`config.mk`:
```
export PLATFORM = sky130hd
export DESIGN_NAME = instruction_fetch_unit_flat
export DESIGN_NICKNAME = d
export VERILOG_FILES = /design/src/rtl/instruction_fetch_unit_if.sv /design/src/rtl/instruction_fetch_unit.sv /design/src/flat_wrapper.sv
export SDC_FILE = /design/constraint.sdc
export NUM_CORES = 1
export LEC_CHECK = 0
export ABC_AREA = 1
export ABC_CLOCK_PERIOD_IN_PS = 2029
export BUFFER_PORTS_ARGS = -buffer_cell sky130_fd_sc_hd__buf_2
export CAP_MARGIN = 15
export CORE_MARGIN = 2
export CORE_UTILIZATION = 50
export CTS_CLUSTER_DIAMETER = 80
export DETAILED_ROUTE_END_ITERATION = 12
export PLACE_DENSITY = 0.77
export SLEW_MARGIN = 20
export SYNTH_ARGS = -nofsm -noshare
export SYNTH_HDL_FRONTEND = slang
export SYNTH_SLANG_ARGS = --single-unit
```
`constraint.sdc`:
```
create_clock -name clk -period 2.03 [get_ports clk]
set_input_delay 0.1015 -clock clk [delete_from_list [all_inputs] [get_ports clk]]
set_output_delay 0.1015 -clock clk [all_outputs]
set_load 0.01 [all_outputs]
```
`src/rtl/instruction_fetch_unit_if.sv`:
```
// Fetch unit bus bundle: instruction-memory request/response, decoder-side
// valid/ready buffer, and branch redirect.
interface instruction_fetch_unit_if #(
    parameter int unsigned WORDSIZE = 64,
    parameter int unsigned SIZE     = 32
);
    logic                mem_req;
    logic [WORDSIZE-1:0] mem_addr;
    logic                mem_ready;
    logic [SIZE-1:0]     mem_rdata;
    logic [SIZE-1:0]     instruction;
    logic [WORDSIZE-1:0] instr_pc;
    logic                instr_valid;
    logic                instr_ready;
    logic                branch_taken;
    logic [WORDSIZE-1:0] branch_target;

    // Fetch unit side
    modport master (
        output mem_req, mem_addr, instruction, instr_pc, instr_valid,
        input  mem_ready, mem_rdata, instr_ready, branch_taken, branch_target
    );

    // Memory / decoder / branch side
    modport slave (
        input  mem_req, mem_addr, instruction, instr_pc, instr_valid,
        output mem_ready, mem_rdata, instr_ready, branch_taken, branch_target
    );
endinterface

```
`src/rtl/instruction_fetch_unit.sv`:
```
// Instruction fetch unit: holds the PC, issues one memory request per
// instruction, buffers the returned word with its PC for the decoder, and
// handles branch redirects by squashing any in-flight fetch.
module instruction_fetch_unit #(
    parameter int unsigned         WORDSIZE = 64,
    parameter int unsigned         SIZE     = 32,
    parameter logic [WORDSIZE-1:0] RESET_PC = '0
) (
    input logic                clk,
    input logic                reset,
    instruction_fetch_unit_if.master bus
);

    typedef enum logic [1:0] {
        StFetch,
        StWait,
        StHold,
        StDrain
    } state_e;

    state_e              state_q, state_d;
    logic [WORDSIZE-1:0] pc_q, pc_d;
    logic [SIZE-1:0]     instr_q, instr_d;
    logic [WORDSIZE-1:0] instr_pc_q, instr_pc_d;
    logic                mem_req;
    logic [WORDSIZE-1:0] target_aligned;

    assign target_aligned = {bus.branch_target[WORDSIZE-1:2], 2'b00};

    // Next-state, PC and buffer update; redirect outranks everything but reset
    always_comb begin
        state_d    = state_q;
        pc_d       = pc_q;
        instr_d    = instr_q;
        instr_pc_d = instr_pc_q;
        mem_req    = 1'b0;
        unique case (state_q)
            StFetch: begin
                if (bus.branch_taken) begin
                    pc_d = target_aligned;
                end else begin
                    mem_req = 1'b1;
                    state_d = StWait;
                end
            end
            StWait: begin
                if (bus.branch_taken) begin
                    pc_d    = target_aligned;
                    // A response landing together with the redirect is the
                    // squashed one, so nothing is left to drain.
                    state_d = bus.mem_ready ? StFetch : StDrain;
                end else if (bus.mem_ready) begin
                    instr_d    = bus.mem_rdata;
                    instr_pc_d = pc_q;
                    pc_d       = pc_q + WORDSIZE'(4);
                    state_d    = StHold;
                end
            end
            StHold: begin
                if (bus.branch_taken) begin
                    pc_d    = target_aligned;
                    state_d = StFetch;
                end else if (bus.instr_ready) begin
                    state_d = StFetch;
                end
            end
            StDrain: begin
                if (bus.branch_taken) begin
                    pc_d = target_aligned;
                end
                if (bus.mem_ready) begin
                    state_d = StFetch;
                end
            end
            default: state_d = StFetch;
        endcase
    end

    // State, PC and output buffer registers with synchronous reset
    always_ff @(posedge clk) begin
        if (reset) begin
            state_q    <= StFetch;
            pc_q       <= {RESET_PC[WORDSIZE-1:2], 2'b00};
            instr_q    <= '0;
            instr_pc_q <= '0;
        end else begin
            state_q    <= state_d;
            pc_q       <= pc_d;
            instr_q    <= instr_d;
            instr_pc_q <= instr_pc_d;
        end
    end

    // No request may escape while reset is held, whatever the state
    assign bus.mem_req     = mem_req & ~reset;
    assign bus.mem_addr    = pc_q;
    assign bus.instruction = instr_q;
    assign bus.instr_pc    = instr_pc_q;
    assign bus.instr_valid = (state_q == StHold);

endmodule

```
`src/flat_wrapper.sv`:
```
// flat-port wrapper written by rule: the top's interface ports become plain ports
module instruction_fetch_unit_flat 
#(
    parameter int unsigned         WORDSIZE = 64,
    parameter int unsigned         SIZE     = 32,
    parameter logic [WORDSIZE-1:0] RESET_PC = '0
)
  (clk, reset, bus_mem_req, bus_mem_addr, bus_instruction, bus_instr_pc, bus_instr_valid, bus_mem_ready, bus_mem_rdata, bus_instr_ready, bus_branch_taken, bus_branch_target);
  instruction_fetch_unit_if #(.WORDSIZE(WORDSIZE), .SIZE(SIZE)) bus_i ();
  input logic clk;
  input logic reset;
  output wire logic [$bits(bus_i.mem_req)-1:0] bus_mem_req;
  output wire logic [$bits(bus_i.mem_addr)-1:0] bus_mem_addr;
  output wire logic [$bits(bus_i.instruction)-1:0] bus_instruction;
  output wire logic [$bits(bus_i.instr_pc)-1:0] bus_instr_pc;
  output wire logic [$bits(bus_i.instr_valid)-1:0] bus_instr_valid;
  input wire logic [$bits(bus_i.mem_ready)-1:0] bus_mem_ready;
  input wire logic [$bits(bus_i.mem_rdata)-1:0] bus_mem_rdata;
  input wire logic [$bits(bus_i.instr_ready)-1:0] bus_instr_ready;
  input wire logic [$bits(bus_i.branch_taken)-1:0] bus_branch_taken;
  input wire logic [$bits(bus_i.branch_target)-1:0] bus_branch_target;
  assign bus_mem_req = bus_i.mem_req;
  assign bus_mem_addr = bus_i.mem_addr;
  assign bus_instruction = bus_i.instruction;
  assign bus_instr_pc = bus_i.instr_pc;
  assign bus_instr_valid = bus_i.instr_valid;
  assign bus_i.mem_ready = bus_mem_ready;
  assign bus_i.mem_rdata = bus_mem_rdata;
  assign bus_i.instr_ready = bus_instr_ready;
  assign bus_i.branch_taken = bus_branch_taken;
  assign bus_i.branch_target = bus_branch_target;
  instruction_fetch_unit #(.WORDSIZE(WORDSIZE), .SIZE(SIZE), .RESET_PC(RESET_PC)) u_core (.clk(clk), .reset(reset), .bus(bus_i));
endmodule
```
==> impl_metrics.csv <==
group,metric,value,unit
synth,ys.flop_type,"dfxtp_1",
synth,syn_avg_cell_area,6.45,µm²
setup_path,cp-startpoint,"u_core.bus.mem_addr[6]",
synth,ys_seq_elements,158,
worst_hold_path,min_from,"bus_branch_target[16]",
timing,layout_min_cycle_time,1.88,ns
timing,slew_violations,0,
global_route,grt_pass1_wl,47400,µm
pwr,p_per_area,762,nW/µm²
run_status,status,"completed",
routing,wl_per_cell,16.5,µm
synth,synthTopCellsByArea,"dfxtp_1 (39%), nand2_1 (14%), nor2_1 (12%)",
place,gp_congestion,0.985,
global_route,grt_pass1_vias,9312,
synth,ys_seq_area_frac,0.388,
die,die-area,17300,µm²
timing,max_freq,0.532,GHz
global_route,grt_overflow,0,
place,hpwl,20800,µm
place,port_buffers,256,
clocking,root_buffer,"clkbuf_16",
cells_and_area,final_util,0.682,
timing,max_slew_margin,0.634,
synth,synth_top_area_frac,0.388,
synth,synth_cell_types,41,
timing,finClkSkew,0.0129,ns
pwr,power.total,8.25,mW
synth,synth.largest_area_cell,"dfxtp_1",
timing,setup_viol,0,
die,core_area,15900,µm²
clocking,post-cts-setup-buffer-count,0,
synth,synth_area,8150,µm²
synth,yosysWarnings,0,
setup_path,cp_data_arrival_time,2.25,ns
setup_path,path_cells,"nand2_1 > nor2_2 > nand2_4 > nor2_4 > inv_2 > nor2_2 > nand4_1 > a211oi_2",
clocking,cts_tree,"yes",
pwr,switching_share,0.311,
timing,hold_viol,0,
setup_path,cpMaxStageDelayCell,"dfxtp_1",
die,die_height,132,µm
place,dp_cells,1706,
synth,synth_edf_count,0,
clocking,clock_latency,0.44,ns
routing,drc,0,
cells_and_area,final_cells,1791,
pwr,vdd_drop_max,0.561,mV
global_route,antenna_found_initial,0,
clocking,clock_path_buffers,2,
routing,route.vias.total,9686,
pwr,p_int,5.68,mW
setup_path,crit_top_cell,"nor2_2",
clocking,clkSlewWorstSetupHoldPaths,0.07,ns
clocking,cts_made_buffers,17,
clocking,htreeDepth,4,
setup_path,cp-start-kind,"register",
routing,wl,29500,µm
cells_and_area,final_area,10800,µm²
routing,drt-vias-per-instance,5.41,
job,max_cap_viol_count,0,
timing,final.setup.worst_slack,0.149,ns
cells_and_area,antenna_cells,0,
routing,drt-initial-drc-count,826,
setup_path,cpPeakStageDelay,0.43,ns
global_route,grt_max_degree,87,
timing,rsz0062_at_grt,"yes",
routing,antenna_left,0,
worst_hold_path,hp-class,"in2reg",
pwr,pwr-share-clk,0.393,
timing,worstMarginPinSlew,0.549,ns
setup_path,crit_fanout,6,
die,ios,263,
cells_and_area,drive_gt1_frac,0.230,
global_route,grtUsageTotal,0.338,
die,start_util,0.513,
synth,synthArstFlopShare,0,
setup_path,critPathKind,"reg2reg",
synth,syn_inst,1263,
setup_path,crit_required,2.40,ns
setup_path,end_kind,"register",
timing,holdWs,0.00786,ns
setup_path,r2r_start,"u_core.bus.mem_addr[6]",
place,dpl-instance-area,9700,µm²
routing,first_pass_iters,5,
clocking,cts.sinks,158,
pwr,cellLeakagePower,5.02,nW
timing,setup_tns,0,ns
place,dpl_worst_slack,0.160,ns
pwr,power.share.sequential,0.432,
cells_and_area,area_growth,32.9,%
pwr,comb_power_share,0.175,
die,rows,46,
timing,period_share,0.927,
cells_and_area,final_nets,1664,
pwr,p_switching,2.57,mW
setup_path,crit_family,"simple AND/OR/NAND/NOR gates",
setup_path,critPathBufInv,1,
die,die_w,132,µm
[sequential cells by signal (all words and copies together), names as in the netlist]
register	count
u_core.bus.instr_pc	62
u_core.bus.mem_addr	62
u_core.bus.instruction	32
u_core.state_q	2
[cells in the final DEF, fill, tap and decap left out, types with 3 or more instances in the layout]
cell / n
clkbuf_16: 17
nor2_4: 8
nand2_2: 7
conb_1: 4
o21ai_0: 112
inv_1: 84
a21oi_1: 91
dfxtp_1: 158
o211ai_1: 11
nand3_1: 64
inv_2: 9
inv_8: 4
nor3_1: 17
a211oi_1: 12
nand2_1: 304
clkinv_4: 3
dlygate4sd3_1: 53
nor2_2: 9
inv_6: 3
nor2_1: 260
buf_4: 28
buf_12: 5
o221ai_1: 13
nand4_1: 13
buf_2: 256
[cells in the mapped netlist (11+ instances only)]
library cell  number
nand2_1          304
nor2_1           262
dfxtp_1          158
o21ai_0          112
a21oi_1           91
inv_1             85
nand3_1           64
clkbuf_1          31
buf_2             19
nor3_1            17
nand4_1           13
o221ai_1          13
a211oi_1          12
o211ai_1          11
[cell type report]
class | instances | area (µm²)
Tap cell | 216 | 270
Clock buffer | 18 | 439
Timing Repair Buffer | 342 | 2120
Fill cell | 1445 | 5060
Clock inverter | 14 | 148
Sequential cell | 158 | 3160
Inverter | 94 | 353
Multi-Input combinational cell | 949 | 4330
[metal layers]
metal	GRT usage	up-vias	share of wire
met3	0.0783	58	0.089
met2	0.574	471	0.47
met4	0.114	0	0.025
met1	0.422	4435	0.41
li1	-	4722	-
met5	0	-	0
[worst min-delay path: cells and delay by family]
family	cells	cell delay, ns
AOI/OAI and AO/OA	1	0.12
buffers and inverters	1	0.07
and+or+nand+nor	1	0.11
[path summary, 6_finish.rpt]
check | endpoint | slack [ns] | cells after the start
setup / recovery | u_core.bus.mem_addr[43] | 0.15 | 8
hold / removal | u_core.bus.mem_addr[16] | 0.008 | 3
setup reg to reg | u_core.bus.mem_addr[43] | 0.15 | 8
hold reg to reg | u_core.bus.instr_pc[36] | 0.46 | 2
[power groups by stage]
stage          logic [mW]  clock network, mW  registers (mW)
2_1_floorplan       0.665                  0            3.69
3_3_place_gp         1.33                  0            3.61
3_5_place_dp         1.35                  0            3.62
4_1_cts              1.43               3.26            3.55
5_1_grt              1.59               3.41            3.59
6_report             1.45               3.24            3.56
[logic make-up (layout without fill, tap and decap cells)]
| family | after synthesis | in the layout | share of synthesized area |
|---|---|---|---|
| DFF | 158 | 158 | 0.388 |
| other | 1 | 4 | 0.000460 |
| and+or+nand+nor | 692 | 692 | 0.354 |
| AOI/OAI and AO/OA | 251 | 251 | 0.172 |
| buffers and inverters | 159 | 468 | 0.0835 |
| xor gates and xnor gates | 1 | 1 | 0.00107 |
| adders and majority gates | 1 | 1 | 0.00153 |
[timing repair]
item	in CTS	in global routing
hold endpoints to repair	53	0
hold buffers	53	0
setup endpoints to repair	0	7
gates resized for setup	0	4
Power figures use the tool's default switching activity.
